$ cat src/rtl/mos_la_snapshot_reader.sv
// mos_la_snapshot_reader
//   Captures a wide decoder result into a snapshot register and serves it to
//   the logic analyzer as WORD_W-bit words. Once a read sequence starts, the
//   snapshot is frozen until rd_done_i, so multi-word readback is coherent.
//
// Ports
//   wb_clk_i        clock, rising edge
//   wb_rst_i        synchronous active-high reset
//   result_i        decoder result (IN_W bits)
//   result_valid_i  one-cycle capture strobe for result_i
//   rd_req_i        read request pulse
//   rd_auto_i       1: read word[pointer] and advance; 0: read word[rd_idx_i]
//   rd_idx_i        manual word index
//   rd_done_i       ends the read sequence and releases the snapshot
//   clr_i           clears the sticky flags
//   rd_data_o       registered read word
//   rd_ack_o        one-cycle pulse, rd_data_o valid
//   rd_last_o       with rd_ack_o: the word returned was index NWORDS-1
//   snap_full_o     snapshot holds unread or in-progress data
//   overrun_o       sticky: a capture was dropped or overwrote unread data
//   idx_err_o       sticky: a manual index was >= NWORDS
//
// Handshake: rd_req_i is sampled on a rising edge; exactly one cycle later
// rd_ack_o pulses for one cycle with rd_data_o/rd_last_o valid. There is no
// backpressure; back-to-back requests give back-to-back acks.

module mos_la_snapshot_reader #(
  parameter  int IN_W   = 66,
  parameter  int WORD_W = 32,
  localparam int NWORDS = (IN_W + WORD_W - 1) / WORD_W,
  localparam int IDX_W  = $clog2(NWORDS + 1)
) (
`ifdef USE_POWER_PINS
  inout  wire               vdd,
  inout  wire               vss,
`endif
  input  logic              wb_clk_i,
  input  logic              wb_rst_i,
  input  logic [IN_W-1:0]   result_i,
  input  logic              result_valid_i,
  input  logic              rd_req_i,
  input  logic              rd_auto_i,
  input  logic [IDX_W-1:0]  rd_idx_i,
  input  logic              rd_done_i,
  input  logic              clr_i,
  output logic [WORD_W-1:0] rd_data_o,
  output logic              rd_ack_o,
  output logic              rd_last_o,
  output logic              snap_full_o,
  output logic              overrun_o,
  output logic              idx_err_o
);

  typedef enum logic [1:0] {
    ST_EMPTY   = 2'd0,
    ST_FULL    = 2'd1,
    ST_READING = 2'd2
  } state_t;

  state_t              state_q,   state_d;
  logic [IN_W-1:0]     snap_q,    snap_d;
  logic [IDX_W-1:0]    ptr_q,     ptr_d;
  logic [WORD_W-1:0]   rd_data_q, rd_data_d;
  logic                rd_ack_q,  rd_ack_d;
  logic                rd_last_q, rd_last_d;
  logic                overrun_q, overrun_d;
  logic                idx_err_q, idx_err_d;

  logic [NWORDS*WORD_W-1:0] snap_pad;
  logic [IDX_W-1:0]         rd_sel;
  logic                     sel_ok;
  logic [WORD_W-1:0]        word_sel;
  logic                     serve;

  // Zero-extend the snapshot to a whole number of words so the top word is
  // padded with zeros above bit IN_W-1.
  always_comb begin
    snap_pad            = '0;
    snap_pad[IN_W-1:0]  = snap_q;
  end

  // Word selection; an index >= NWORDS selects nothing (sel_ok = 0).
  always_comb begin
    rd_sel   = rd_auto_i ? ptr_q : rd_idx_i;
    sel_ok   = (rd_sel < IDX_W'(NWORDS));
    word_sel = '0;
    for (int k = 0; k < NWORDS; k++) begin
      if (rd_sel == IDX_W'(k)) word_sel = snap_pad[k*WORD_W +: WORD_W];
    end
  end

  always_comb begin
    state_d   = state_q;
    snap_d    = snap_q;
    ptr_d     = ptr_q;
    rd_data_d = rd_data_q;
    rd_ack_d  = 1'b0;
    rd_last_d = 1'b0;
    overrun_d = overrun_q;
    idx_err_d = idx_err_q;
    serve     = 1'b0;

    // Clear first so that any set event below in the same cycle wins.
    if (clr_i) begin
      overrun_d = 1'b0;
      idx_err_d = 1'b0;
    end

    case (state_q)
      ST_EMPTY: begin
        // Nothing captured yet: acknowledge with zero data.
        if (rd_req_i) begin
          rd_ack_d  = 1'b1;
          rd_data_d = '0;
        end
        if (result_valid_i) begin
          snap_d  = result_i;
          state_d = ST_FULL;
        end
      end
      ST_FULL: begin
        if (result_valid_i) overrun_d = 1'b1;
        // A read in the same cycle as a capture returns the old snapshot and
        // the new value is dropped, because the sequence locks the snapshot.
        if (rd_req_i) begin
          serve   = 1'b1;
          state_d = ST_READING;
        end else if (result_valid_i) begin
          snap_d = result_i;
        end
      end
      ST_READING: begin
        if (result_valid_i) overrun_d = 1'b1;
        // rd_done_i wins over a same-cycle request: no ack.
        if (rd_done_i) begin
          ptr_d   = '0;
          state_d = ST_EMPTY;
        end else if (rd_req_i) begin
          serve = 1'b1;
        end
      end
      default: state_d = ST_EMPTY;
    endcase

    if (serve) begin
      rd_ack_d  = 1'b1;
      rd_data_d = sel_ok ? word_sel : '0;
      rd_last_d = sel_ok && (rd_sel == IDX_W'(NWORDS - 1));
      if (rd_auto_i) begin
        ptr_d = (ptr_q == IDX_W'(NWORDS - 1)) ? '0 : ptr_q + IDX_W'(1);
      end else if (!sel_ok) begin
        idx_err_d = 1'b1;
      end
    end
  end

  always_ff @(posedge wb_clk_i) begin
    if (wb_rst_i) begin
      state_q   <= ST_EMPTY;
      snap_q    <= '0;
      ptr_q     <= '0;
      rd_data_q <= '0;
      rd_ack_q  <= 1'b0;
      rd_last_q <= 1'b0;
      overrun_q <= 1'b0;
      idx_err_q <= 1'b0;
    end else begin
      state_q   <= state_d;
      snap_q    <= snap_d;
      ptr_q     <= ptr_d;
      rd_data_q <= rd_data_d;
      rd_ack_q  <= rd_ack_d;
      rd_last_q <= rd_last_d;
      overrun_q <= overrun_d;
      idx_err_q <= idx_err_d;
    end
  end

  assign rd_data_o   = rd_data_q;
  assign rd_ack_o    = rd_ack_q;
  assign rd_last_o   = rd_last_q;
  assign overrun_o   = overrun_q;
  assign idx_err_o   = idx_err_q;
  assign snap_full_o = (state_q != ST_EMPTY);

endmodule

$ cat config.mk
export PLATFORM = sky130hd
export DESIGN_NAME = mos_la_snapshot_reader
export DESIGN_NICKNAME = d
export VERILOG_FILES = /design/src/rtl/mos_la_snapshot_reader.sv
export SDC_FILE = /design/constraint.sdc
export NUM_CORES = 1
export LEC_CHECK = 0
export CORE_MARGIN = 2
export CORE_UTILIZATION = 43
export CTS_CLUSTER_DIAMETER = 100
export DETAILED_ROUTE_END_ITERATION = 6
export PLACE_DENSITY = 0.76
export SETUP_SLACK_MARGIN = 0.5
export SYNTH_ARGS = -nofsm -noshare
export SYNTH_HDL_FRONTEND = slang
export SYNTH_SLANG_ARGS = --single-unit
$ cat constraint.sdc
create_clock -name wb_clk_i -period 1.56 [get_ports wb_clk_i]
set_input_delay 0.312 -clock wb_clk_i [delete_from_list [all_inputs] [get_ports wb_clk_i]]
set_output_delay 0.312 -clock wb_clk_i [all_outputs]
set_load 0.01 [all_outputs]
# --- Word level (Yosys, flattened, before mapping) ---
# Index checks and enable logic that the tools add are counted.
classes:
  n_addsub: 1
  magnitude_cmp: 1
  n_eq_ne: 9
  n_mux: 32
  bitwise: 1
  reduce_logical: 12
op_table:
  columns: ["cell", "n"]
  rows:
  - ["two-way mux 32 bit", 7]
  - ["two-way mux 66 bit", 2]
  - ["one-hot mux 66 bit (2 select lines)", 1]
  - ["two-way mux 2 bit", 9]
  - ["two-way mux 1 bit", 11]
  - ["!= test 2 bit (second input constant)", 4]
  - ["nonzero test 2 bit", 4]
  - ["equality test 2 bit (second input constant)", 3]
  - ["one-hot mux 2 bit (3 select lines)", 1]
  - ["equality test 2 x 1 -> 1 bit (second input constant)", 2]
  - ["zero test 2 bit", 2]
  - ["AND reduction 2 bit", 2]
  - ["OR reduction 2 bit", 2]
  - ["AND reduction 3 bit", 1]
  - ["adder 2 x 1 -> 2 bit (second input constant)", 1]
  - ["< comparator 2 bit (second input constant)", 1]
  - ["one-hot mux 1 bit (2 select lines)", 1]
  - ["logical AND 1 bit", 1]
  - ["inverter 1 bit", 1]
word_totals:
  ff_bits: 106
  inputBits: 75
  wordCells: 64

# --- Depth between registers and ports, before layout ---
logic_depth:
  ltp_word: 7
  mapped_depth: 8
  ltp_nobuf: 6

# --- Least setup slack after synthesis ---
# Ideal clock, no wire load.
synth_timing:
  kind: "reg2reg"
  startpoint: "register state_q[0]"
  endpoint: "register rd_data_q[10], in the netlist rd_data_o[10]"
  setup_time_ns: 0.070
  arrival_time_ns: 1.584
  required_time_ns: 1.490
  path_slack_ns: -0.094
  path_stages_with_launch: 8
  n_path_buf: 1
  period_less_slack_ns: 1.654
  path_cell_list: "dfxtp_1 inv_1 ha_1 nand2_1 a211oi_1 nand2_1 buf_2 o2bb2ai_1"
synth_via:
  elab_chain_cells: 4
synth_lines:
  columns: ["element", "line", "rtl"]
  rows:
  - ["start, declared", "60", "state_t state_q, state_d;"]
  - ["start signal, assigned", "168", "state_q <= state_d;"]
  - ["equality test 2 bit or equality test 2 x 1 -> 1 bit (tied branches)", "109", "case (state_q)"]
  - ["one-hot mux 1 bit (2 select lines)", "109", null]
  - ["nonzero test 2 bit (no line)", null, null]
  - ["AND reduction 2 bit (no line)", null, null]
  - ["end signal, assigned", "171", "rd_data_q <= rd_data_d;"]
  - ["end, declared", "63", "logic [WORD_W-1:0] rd_data_q, rd_data_d;"]
# Several ways; a longest one is shown, not always the timed one.
# A chain may end at the register's enable or synchronous reset.

# --- Worst setup path after layout ---
layout_timing:
  startpoint: "register state_q[0]"
  endpoint: "register snap_q[53]"
layout_via:
  elab_chain_cells: 3
layout_lines:
  columns: ["element", "line", "rtl"]
  rows:
  - ["equality test 2 x 1 -> 1 bit or zero test 2 bit (tied branches)", "109", null]
  - ["!= test 2 bit (no line) or nonzero test 2 bit (tied branches)", null, null]
  - ["AND reduction 2 bit (no line)", null, null]
  - ["end signal, assigned", "169", "snap_q <= snap_d;"]
  - ["end, declared", "61", "logic [IN_W-1:0] snap_q, snap_d;"]
# Several ways; a longest one is shown, not always the timed one.

==> flow_summary.yaml <==
critical_path:
  critical_path_class: "reg -> reg"
  cp.required_ns: 1.86
  regToRegEndpoint: "snap_q[53]"
  startpoint_type: "flop"
  slowest_stage: "dfxtp_4"
  crit_chain: "inv_4 > ha_4 > nor2_4 > and3b_2 > buf_12 > clkbuf_16 > nand2_1 > a21oi_1"
  crit_fanout: 8
  arrival_ns: 1.93
  r2r-start: "state_q[0]"
  r2r_cells: 8
  crit_path_start: "state_q[0]"
  cpPeakStageDelay_ns: 0.38
  path_delay_family: "buffers and inverters"
  rrSetupSlack_ns: -0.07
  cp.buffers_inverters: 3
  critical_path.endpoint_type: "flop"
synth:
  synth_edf_count: 0
  synth_ff_type: "dfxtp_1"
  synthesis.nets: 526
  ys_async_sr_fraction_pct: 0
  synth_warnings: 0
  yosys-top-cells-count: "nand2_1, dfxtp_1, a21oi_1"
  synth_cell_types: 27
  syn-cell-area_sq_um: 4020
  synth_top_area_share_pct: 52.8
  avgSynthCellArea_sq_um: 8.99
  synthTopCellsByArea: "dfxtp_1, nand2_1, a21oi_1, mux2i_1, o2bb2ai_1"
  synth_cells: 447
  ys_ff_latch: 106
  yosys.area.top_type: "dfxtp_1"
  synth_most_common_cell: "nand2_1"
  synth-seq-area-share_pct: 52.8
drt:
  routedWlPerCell_microns: 19.7
  dr_wl_met2_microns: 7180
  dr_wl_met3_microns: 670
  ant_nets: 0
  avgViaCountPerCell: 5.48
  drtIter0Drc: 243
  dr.pass1.iters: 5
  vias: 3879
  drcViolationCount: 0
  routed_wl_microns: 13900
  m1WireLength_microns: 5780
  highest_layer: "met4"
timing:
  slew_violations: 0
  setup-tns-final_ns: -0.160
  fin_crit_ns: 1.63
  finalHoldViolCount: 0
  fin_crit_sh_pct: 104
  finalSetupViolCount: 7
  tightest_slew_ns: 0.428
  max_freq_mhz: 614
  rsz0062_at_grt: "yes"
  max_slew_margin_pct: 71.5
  fin_ws_ns: -0.0686
  finClkSkew_ns: 0.0140
grt:
  grt_pass1_wl_microns: 17800
  antenna_found_initial: 0
  grtUsageTotal_pct: 22.7
  grt.overflow.total: 0
  grt_max_degree: 34
  grt_pass1_vias: 3769
floorplan:
  rows: 35
  die_area_sq_um: 10100
  core_sq_um: 9150
  io_pins: 112
  die_h_microns: 101
  chipWidth_microns: 101
  initial_utilization_pct: 43.9
clock_tree:
  cts_tree: "built"
  cts_sinks: 106
  cts_max_level: 3
  cts_buffers: 9
  clk_path_buf_depth: 2
  clk_pin_slew_ns: 0.11
  clk_latency_ns: 0.37
  root_buffer: "clkbuf_8"
layout:
  areaGrowthSynthToFinish_pct: 74.8
  seqCellArea_sq_um: 2170
  drive_gt1_share_pct: 50.3
  finalNetCount: 671
  fin_cells: 708
  nFillCells: 560
  n_antenna_cell: 0
  postLayoutCoreUtil_pct: 76.7
  multi_input_area_sq_um: 2570
power_and_ir_drop:
  ir_drop_mv: 0.815
  p_leak_nw: 2.96
  p_per_area_nw_per_um2: 1360
placed_design:
  dp.cells: 658
  io_buffer_count: 111
  hpwl_microns: 6970
  gp_congestion: 0.795
hold_path:
  min_from: "wb_rst_i"
  hold_path.class: "in -> reg"
  min_delay_worst_endpoint: "rd_data_o[1]"
  hold-path-cell-count: 3
run_status:
  violations: "setup timing"
  status: "finished with violations"
run:
  drv_cap: 0
## worst register-to-register path: cells and delay by family, from the launching register on
kind	cells	cell delay (ns)
flops	1	0.38
fa+ha+maj	1	0.16
buf+inv	3	0.43
simple gates	3	0.42
compound gates	1	0.18
## cells in the final DEF (no fill, tap or decap), types with 4 or more instances in the layout
master and n:
mux2i_1 32, clkbuf_16 6, nand2_4 55, buf_16 4, a21oi_1 18, dfxtp_2 36
dfxtp_1 69, buf_12 13, a21oi_2 52, buf_6 38, o2bb2ai_1 18, buf_4 27
o2bb2ai_2 12, nand2_2 18, clkdlybuf4s50_1 70, a22o_1 4, clkbuf_8 10, nand2_1 64
## area by class of cell
| cell class | instances | area share [%] |
|---|---|---|
| repair buffers | 165 | 27.2 |
| clock buffers | 11 | 2.01 |
| multi-input cells | 306 | 36.7 |
| well taps | 111 | 1.98 |
| flip-flops and latches | 106 | 30.9 |
| inverters | 4 | 0.285 |
| clock inverters | 5 | 0.873 |
## where the power goes
part	internal, mW	switching, mW
Combinational	2.13	2.20
Clock	0.794	0.974
Sequential	3.10	0.328
Total	6.03	3.50
## per-stage QoR
stage,area (sq um),power [mW],hold slack [ns],worst slack [ns]
2_1_floorplan,4160,4.88,0.436,0.156
3_3_place_gp,5460,5.53,0.443,-0.435
3_5_place_dp,5460,5.61,0.445,-0.457
4_1_cts,6110,8.02,0.422,0.0389
5_1_grt,7020,9.90,0.451,-0.117
6_report,7020,9.53,0.443,-0.0686
## how the worst max path moves through the flow
stage | to | slack, ns | cells after the start
detailed placement | rd_data_o[0] | -0.46 | 5
global placement | rd_data_o[0] | -0.43 | 5
CTS | rd_data_o[14] | 0.04 | 7
global route | snap_q[53] | -0.12 | 8
finish | snap_q[53] | -0.07 | 8
floorplan | rd_data_o[10] | 0.16 | 7
## routing by layer
layer | up-vias | global-route usage [%]
li1 | 1818 | -
met5 | - | 0
met1 | 1921 | 27.2
met3 | 23 | 4.16
met2 | 117 | 40.4
met4 | 0 | 8.22
## flip-flops by register name, summed over array words and instances (netlist names)
register	cells
snap_q	66
rd_data_o	32
ptr_q	2
state_q	2
idx_err_o	1
overrun_o	1
rd_ack_o	1
rd_last_o	1
## cell families after synthesis
group / synth area share [%]
AND/OR/NAND/NOR: 15.9
AO/OA/AOI/OAI: 17.5
flip-flops: 52.8
buffers and inverters: 3.77
multiplexers: 8.79
adder cells (fa/ha/maj): 1.25
## what timing repair did
item,4_1_cts,5_1_grt
gates cloned,4,7
pin swaps,14,83
hold buffers,0,0
gates resized for setup,255,177
endpoints found under the setup margin,142,142
endpoints found under the hold margin,0,0
buffers inserted,13,10
(Power assumes the default switching activity.)
